--- config.mk ---
export PLATFORM = sky130hd
export DESIGN_NAME = vga_timing_gen_flat
export DESIGN_NICKNAME = d
export VERILOG_FILES = /design/src/rtl/vga_pkg.sv /design/src/rtl/vga_if.sv /design/src/rtl/vga_axis_counter.sv /design/src/rtl/vga_timing_gen.sv /design/src/flat_wrapper.sv
export SDC_FILE = /design/constraint.sdc
export NUM_CORES = 1
export LEC_CHECK = 0
export BUFFER_PORTS_ARGS = -buffer_cell sky130_fd_sc_hd__clkbuf_2
export CAP_MARGIN = 40
export CORE_MARGIN = 1.5
export CORE_UTILIZATION = 28
export CTS_CLUSTER_DIAMETER = 80
export DETAILED_ROUTE_END_ITERATION = 12
export SKIP_CTS_REPAIR_TIMING = 1
export SLEW_MARGIN = 25
export SYNTH_ARGS = -nofsm -noshare
export SYNTH_HDL_FRONTEND = slang
export SYNTH_SLANG_ARGS = --single-unit
--- constraint.sdc ---
create_clock -name clk -period 2 [get_ports clk]
set_input_delay 0.1 -clock clk [delete_from_list [all_inputs] [get_ports clk]]
set_output_delay 0.1 -clock clk [all_outputs]
set_load 0.01 [all_outputs]
--- src/rtl/vga_pkg.sv ---
// Shared widths, default 800x600@60 timing and the optional test-pattern colour table
// for the VGA timing chain.
package vga_pkg;

    localparam int unsigned HCOUNT_W = 11;
    localparam int unsigned VCOUNT_W = 11;
    localparam int unsigned RGB_W    = 12;

    localparam int unsigned DEF_H_ACTIVE = 800;
    localparam int unsigned DEF_H_FP     = 40;
    localparam int unsigned DEF_H_SYNC   = 128;
    localparam int unsigned DEF_H_BP     = 88;
    localparam int unsigned DEF_V_ACTIVE = 600;
    localparam int unsigned DEF_V_FP     = 1;
    localparam int unsigned DEF_V_SYNC   = 4;
    localparam int unsigned DEF_V_BP     = 23;

    localparam int unsigned TP_BARS = 8;

    // Vertical bar colours, left to right.
    localparam logic [RGB_W-1:0] TP_COLOURS [0:TP_BARS-1] = '{
        12'hfff, 12'hff0, 12'h0ff, 12'h0f0, 12'hf0f, 12'hf00, 12'h00f, 12'h000
    };

endpackage

--- src/rtl/vga_if.sv ---
// Pixel-stream bus between the timing generator and the overlay stages.
interface vga_if;
    import vga_pkg::*;

    logic [HCOUNT_W-1:0] hcount;
    logic [VCOUNT_W-1:0] vcount;
    logic                hblnk;
    logic                vblnk;
    logic                hsync;
    logic                vsync;
    logic [RGB_W-1:0]    rgb;

    modport out    (output hcount, vcount, hblnk, vblnk, hsync, vsync, rgb);
    modport in     (input  hcount, vcount, hblnk, vblnk, hsync, vsync, rgb);
    modport master (output hcount, vcount, hblnk, vblnk, hsync, vsync, rgb);
    modport slave  (input  hcount, vcount, hblnk, vblnk, hsync, vsync, rgb);

endinterface

--- src/rtl/vga_axis_counter.sv ---
// One timing axis (horizontal or vertical): wrapping counter with blank/sync/last flags,
// all registered and derived from the next count so they align with the count they describe.
module vga_axis_counter #(
    parameter int unsigned ACTIVE   = 800,
    parameter int unsigned FP       = 40,
    parameter int unsigned SYNC     = 128,
    parameter int unsigned BP       = 88,
    parameter bit          SYNC_POL = 1'b1,
    parameter int unsigned W        = 11
) (
    input  logic         clk,
    input  logic         rst,
    input  logic         step,
    output logic [W-1:0] count,
    output logic         blnk,
    output logic         sync,
    output logic         last
);

    localparam int unsigned TOTAL      = ACTIVE + FP + SYNC + BP;
    localparam int unsigned SYNC_START = ACTIVE + FP;
    localparam int unsigned SYNC_END   = SYNC_START + SYNC;

    if (ACTIVE < 1 || FP < 1 || SYNC < 1 || BP < 1 || TOTAL >= (2 ** W)) begin : g_param_err
        $error("vga_axis_counter: every timing parameter must be >= 1 and the total < 2**W");
    end

    logic [W-1:0] count_q, count_d;
    logic         blnk_q, blnk_d;
    logic         sync_q, sync_d;
    logic         last_q, last_d;

    always_comb begin
        count_d = count_q;
        if (step) begin
            count_d = last_q ? '0 : W'(count_q + 1'b1);
        end
        blnk_d = (count_d >= W'(ACTIVE));
        sync_d = ((count_d >= W'(SYNC_START)) && (count_d < W'(SYNC_END))) ? SYNC_POL : ~SYNC_POL;
        last_d = (count_d == W'(TOTAL - 1));
    end

    always_ff @(posedge clk) begin
        if (!rst) begin
            count_q <= '0;
            blnk_q  <= 1'b0;
            sync_q  <= ~SYNC_POL;
            last_q  <= 1'b0;
        end else begin
            count_q <= count_d;
            blnk_q  <= blnk_d;
            sync_q  <= sync_d;
            last_q  <= last_d;
        end
    end

    assign count = count_q;
    assign blnk  = blnk_q;
    assign sync  = sync_q;
    assign last  = last_q;

endmodule

--- src/rtl/vga_timing_gen.sv ---
// Head of the VGA draw chain: pixel/line counters, blanking, sync and frame_start.
// Optional colour-bar rgb when VGA_TIMING_TEST_PATTERN_EN is defined; otherwise rgb is 0.
module vga_timing_gen
    import vga_pkg::*;
#(
    parameter int unsigned H_ACTIVE   = DEF_H_ACTIVE,
    parameter int unsigned H_FP       = DEF_H_FP,
    parameter int unsigned H_SYNC     = DEF_H_SYNC,
    parameter int unsigned H_BP       = DEF_H_BP,
    parameter int unsigned V_ACTIVE   = DEF_V_ACTIVE,
    parameter int unsigned V_FP       = DEF_V_FP,
    parameter int unsigned V_SYNC     = DEF_V_SYNC,
    parameter int unsigned V_BP       = DEF_V_BP,
    parameter bit          H_SYNC_POL = 1'b1,
    parameter bit          V_SYNC_POL = 1'b1
) (
    input  logic clk,
    input  logic rst,
    input  logic en,
    vga_if.out   vga_out,
    output logic frame_start
);

    logic [HCOUNT_W-1:0] h_count;
    logic [VCOUNT_W-1:0] v_count;
    logic                h_blnk, h_sync, h_last;
    logic                v_blnk, v_sync, v_last;
    logic                v_step;
    logic                frame_start_q, frame_start_d;

    assign v_step = en && h_last;

    vga_axis_counter #(
        .ACTIVE(H_ACTIVE), .FP(H_FP), .SYNC(H_SYNC), .BP(H_BP),
        .SYNC_POL(H_SYNC_POL), .W(HCOUNT_W)
    ) u_h_cnt (
        .clk(clk), .rst(rst), .step(en),
        .count(h_count), .blnk(h_blnk), .sync(h_sync), .last(h_last)
    );

    vga_axis_counter #(
        .ACTIVE(V_ACTIVE), .FP(V_FP), .SYNC(V_SYNC), .BP(V_BP),
        .SYNC_POL(V_SYNC_POL), .W(VCOUNT_W)
    ) u_v_cnt (
        .clk(clk), .rst(rst), .step(v_step),
        .count(v_count), .blnk(v_blnk), .sync(v_sync), .last(v_last)
    );

    // Pulse lands in the cycle whose registered counts have just wrapped to (0,0).
    always_comb begin
        frame_start_d = en && h_last && v_last;
    end

    always_ff @(posedge clk) begin
        if (!rst) begin
            frame_start_q <= 1'b0;
        end else begin
            frame_start_q <= frame_start_d;
        end
    end

    assign frame_start    = frame_start_q;
    assign vga_out.hcount = h_count;
    assign vga_out.vcount = v_count;
    assign vga_out.hblnk  = h_blnk;
    assign vga_out.vblnk  = v_blnk;
    assign vga_out.hsync  = h_sync;
    assign vga_out.vsync  = v_sync;

`ifdef VGA_TIMING_TEST_PATTERN_EN
    localparam int unsigned BAR_W = ((H_ACTIVE / TP_BARS) > 0) ? (H_ACTIVE / TP_BARS) : 1;

    logic [HCOUNT_W-1:0] h_nxt;
    logic [VCOUNT_W-1:0] v_nxt;
    logic [HCOUNT_W-1:0] bar_full;
    logic [2:0]          bar;
    logic [RGB_W-1:0]    rgb_q, rgb_d;

    // Colour is computed from the next counts so it registers alongside them.
    always_comb begin
        h_nxt = h_count;
        v_nxt = v_count;
        if (en) begin
            h_nxt = h_last ? '0 : HCOUNT_W'(h_count + 1'b1);
            if (h_last) begin
                v_nxt = v_last ? '0 : VCOUNT_W'(v_count + 1'b1);
            end
        end
        bar_full = HCOUNT_W'(h_nxt / HCOUNT_W'(BAR_W));
        bar      = (bar_full > HCOUNT_W'(TP_BARS - 1)) ? 3'(TP_BARS - 1) : bar_full[2:0];
        rgb_d    = '0;
        if ((h_nxt < HCOUNT_W'(H_ACTIVE)) && (v_nxt < VCOUNT_W'(V_ACTIVE))) begin
            rgb_d = TP_COLOURS[bar];
        end
    end

    always_ff @(posedge clk) begin
        if (!rst) begin
            rgb_q <= '0;
        end else begin
            rgb_q <= rgb_d;
        end
    end

    assign vga_out.rgb = rgb_q;
`else
    assign vga_out.rgb = '0;
`endif

endmodule

--- src/flat_wrapper.sv ---
// flat-port wrapper written by rule: the top's interface ports become plain ports
module vga_timing_gen_flat import vga_pkg::*;
#(
    parameter int unsigned H_ACTIVE   = DEF_H_ACTIVE,
    parameter int unsigned H_FP       = DEF_H_FP,
    parameter int unsigned H_SYNC     = DEF_H_SYNC,
    parameter int unsigned H_BP       = DEF_H_BP,
    parameter int unsigned V_ACTIVE   = DEF_V_ACTIVE,
    parameter int unsigned V_FP       = DEF_V_FP,
    parameter int unsigned V_SYNC     = DEF_V_SYNC,
    parameter int unsigned V_BP       = DEF_V_BP,
    parameter bit          H_SYNC_POL = 1'b1,
    parameter bit          V_SYNC_POL = 1'b1
)
  (clk, rst, en, frame_start, vga_out_hcount, vga_out_vcount, vga_out_hblnk, vga_out_vblnk, vga_out_hsync, vga_out_vsync, vga_out_rgb);
  vga_if vga_out_i ();
  input  logic clk;
  input  logic rst;
  input  logic en;
  output logic frame_start;
  output wire logic [$bits(vga_out_i.hcount)-1:0] vga_out_hcount;
  output wire logic [$bits(vga_out_i.vcount)-1:0] vga_out_vcount;
  output wire logic [$bits(vga_out_i.hblnk)-1:0] vga_out_hblnk;
  output wire logic [$bits(vga_out_i.vblnk)-1:0] vga_out_vblnk;
  output wire logic [$bits(vga_out_i.hsync)-1:0] vga_out_hsync;
  output wire logic [$bits(vga_out_i.vsync)-1:0] vga_out_vsync;
  output wire logic [$bits(vga_out_i.rgb)-1:0] vga_out_rgb;
  assign vga_out_hcount = vga_out_i.hcount;
  assign vga_out_vcount = vga_out_i.vcount;
  assign vga_out_hblnk = vga_out_i.hblnk;
  assign vga_out_vblnk = vga_out_i.vblnk;
  assign vga_out_hsync = vga_out_i.hsync;
  assign vga_out_vsync = vga_out_i.vsync;
  assign vga_out_rgb = vga_out_i.rgb;
  vga_timing_gen #(.H_ACTIVE(H_ACTIVE), .H_FP(H_FP), .H_SYNC(H_SYNC), .H_BP(H_BP), .V_ACTIVE(V_ACTIVE), .V_FP(V_FP), .V_SYNC(V_SYNC), .V_BP(V_BP), .H_SYNC_POL(H_SYNC_POL), .V_SYNC_POL(V_SYNC_POL)) u_core (.clk(clk), .rst(rst), .en(en), .vga_out(vga_out_i), .frame_start(frame_start));
endmodule
==> flow_metrics.tcl <==
set metrics [dict create \
    clockRootBuffer "clkbuf_8" \
    pwr_density_cell_mw_per_mm2 590.1 \
    fin_nets 234 \
    yosysWarnings 0 \
    antenna_found_initial 0 \
    layout-drive-gt1-share_pct 28.70 \
    yosysSeqAreaShare_pct 36.05 \
    hold_viol 0 \
    endpoint_kind "register" \
    grt_pass1_wl_mm 6.279 \
    cts_buffers 5 \
    drt_iter0_drc 82 \
    grt_max_degree 19 \
    core_mm2 0.005540 \
    drcViolationCount 0 \
    maxSlewViolCount 0 \
    dieWidth_um 78.84 \
    clock_latency_ps 280 \
    cts_sinks 29 \
    drt_first_pass_iters 4 \
    clk_pin_slew_worst_paths_ps 60 \
    place.gp.congestion 0.8460 \
    synth-edff-count 0 \
    cts_tree "built" \
    required_ps 2180 \
    worstHoldPathType "input pin to register" \
    io_pins 42 \
    r2r_cells 8 \
    avgSynthCellArea_um2 8.565 \
    netlist_instances 188 \
    rrSetupSlack_ps 90 \
    final.min_clock_period_ps 1905 \
    critPathLaunch "u_core.u_v_cnt.count[1]$_SDFF_PN0_" \
    endpoint "u_core.u_v_cnt.sync$_SDFF_PN0_" \
    ys_async_sr_fraction_pct 0 \
    grt_pass1_vias 1274 \
    antenna_cells 0 \
    synth_cell_types 49 \
    setup_viol 0 \
    regToRegEndpoint "u_core.u_v_cnt.sync$_SDFF_PN0_" \
    status "finished clean" \
    start_kind "register" \
    ctsHtreeMaxLevel 2 \
    clk_path_buf_depth 2 \
    routedWlPerCell_um 12.45 \
    die_area_mm2 0.006215 \
    final_cell_mix "clkbuf_2, dfxtp_1, nand2_1" \
    ff_latch_area_um2 585.6 \
    final_area_mm2 0.001994 \
    place.port_buffers 29 \
    rows 27 \
    layout_commonest_cell "clkbuf_2" \
    fp.dieH_um 78.84 \
    arrival_ps 2080 \
    viasPerCell 4.745 \
    routed_wl_mm 3.759 \
    cp_max_fo 6 \
    antenna_left 0 \
    drv.max_cap_violation_count 0 \
    grt_overflow 0 \
    syn_area_mm2 0.001610 \
    placed_area_mm2 0.001859 \
    dp_hpwl_mm 2.737 \
    multi_input_area_um2 963.4 \
    initial_core_util_pct 29.07 \
    whs_ps 256.9 \
    grt_use_total_pct 12.84 \
    area_growth_pct 23.85 \
    rsz0062_at_grt "true" \
    finalClockSkew_ps 4.327 \
    ys_ff_latch 29 \
    ys.flop_type "dfxtp_1" \
    p_leak_nw 0.8214 \
    min_period_over_period_pct 95.27 \
    fillCellCount 574 \
    worstSetupPathType "register to register" \
    ir_drop_v 0.0002962 \
    vias 1433 \
    fmax_ghz 0.5248 \
    rr_startpoint "u_core.u_v_cnt.count[1]$_SDFF_PN0_" \
]
-- state kept, by name (all words and copies together) (netlist names) --
| name | cells |
|---|---|
| u_core.u_h_cnt.count | 11 |
| u_core.u_v_cnt.count | 11 |
| u_core.frame_start | 1 |
| u_core.u_h_cnt.blnk | 1 |
| u_core.u_h_cnt.last | 1 |
| u_core.u_h_cnt.sync | 1 |
| u_core.u_v_cnt.blnk | 1 |
| u_core.u_v_cnt.last | 1 |
| u_core.u_v_cnt.sync | 1 |
-- metal layers --
| layer | share of wire [%] | GRT usage [%] | up-vias | wire (µm) |
|---|---|---|---|---|
| met1 | 48 | 17.40 | 657 | 1802 |
| met4 | 1.8 | 4.737 | 0 | 68 |
| met3 | 5.7 | 3.448 | 10 | 215 |
| met5 | 0 | 0 | - | 0 |
| met2 | 44 | 19.48 | 51 | 1672 |
| li1 | - | - | 715 | - |
-- where the power goes --
part	switching (mW)	leakage (nW)	internal, mW	total (mW)
combinational	0.0339	0.531	0.0178	0.0517
clock	0.228	0.0542	0.311	0.538
sequential	0.00598	0.236	0.581	0.587
-- synth_stat cells (all sizes together) (2+ instances only) --
library cell   n  area [µm²]
a21boi         2       15.01
nand4          5       46.29
nor2b          3       18.77
or2            2       12.52
nand2b         2       12.51
o22ai          4       25.02
xor2           8       70.07
nand3          7       35.03
ha             2       25.02
and2          12       75.07
nor2          14       55.06
inv            5       18.77
nor4           6       58.80
buf           16       110.1
clkbuf         2       7.510
nor3           9       50.05
or3            4       25.02
nand2         15       56.30
xnor2          9       78.83
a21oi          4       23.77
nor3b          3       22.52
o31ai          3       22.52
and3           2       12.51
o21ai          5       25.02
dfxtp         29       580.6
-- how the worst min path moves through the flow --
stage / from / endpoint / slack (ps) / depth (start not counted)
floorplan: rst / u_core.u_h_cnt.count[8]$_SDFF_PN0_ / 220 / 1
global placement: u_core.u_v_cnt.sync$_SDFF_PN0_ / vga_out_vsync / 490 / 1
detailed placement: u_core.u_v_cnt.blnk$_SDFF_PN0_ / vga_out_vblnk / 480 / 1
CTS: rst / u_core.u_h_cnt.count[0]$_SDFF_PN0_ / 250 / 2
global route: rst / u_core.u_h_cnt.count[0]$_SDFF_PN0_ / 290 / 2
finish: rst / u_core.u_h_cnt.count[0]$_SDFF_PN0_ / 260 / 2
-- worst max-delay path, cell delays in order (launching register included) --
cell and delay, ps:
dfxtp_1 360, ha_1 210, buf_4 150, a21oi_1 130, nor4_1 60, nor3b_1 200, a41o_1 140, nand4b_1 200
nor4_2 350
-- area by class of cell --
| class | instances | area share [%] |
|---|---|---|
| clock buffer | 7 | 4.831 |
| clock inverter | 1 | 0.2509 |
| inverter | 5 | 0.9410 |
| multi-input combinational | 147 | 48.31 |
| sequential | 29 | 29.36 |
| tap | 72 | 4.517 |
| timing repair buffer | 41 | 11.79 |
-- logic make-up (layout without fill, tap and decap cells) --
logic type | Yosys count | after routing | synth area share [%]
and+or+nand+nor | 89 | 89 | 32.40
DFF | 29 | 29 | 36.05
AOI/OAI and AO/OA | 25 | 25 | 10.72
buffers and inverters | 23 | 54 | 8.470
xor gates and xnor gates | 17 | 17 | 9.247
adders and majority gates | 2 | 2 | 1.554
muxes | 2 | 2 | 1.321
other | 1 | 12 | 0.2329
-- through the flow --
stage,util (%),setup TNS [ps],power (mW),setup WS (ps),instances
after global placement,33.56,0,0.6479,138.8,294
after detailed placement,33.56,0,0.6481,105.8,294
after global routing,36.00,-166.4,1.233,-136.1,302
after floorplan,-,0,0.6470,129.2,199
after CTS,35.39,0,1.190,89.52,302
final,36.00,0,1.177,94.66,302
No activity file was read; power rests on OpenSTA's default activity.
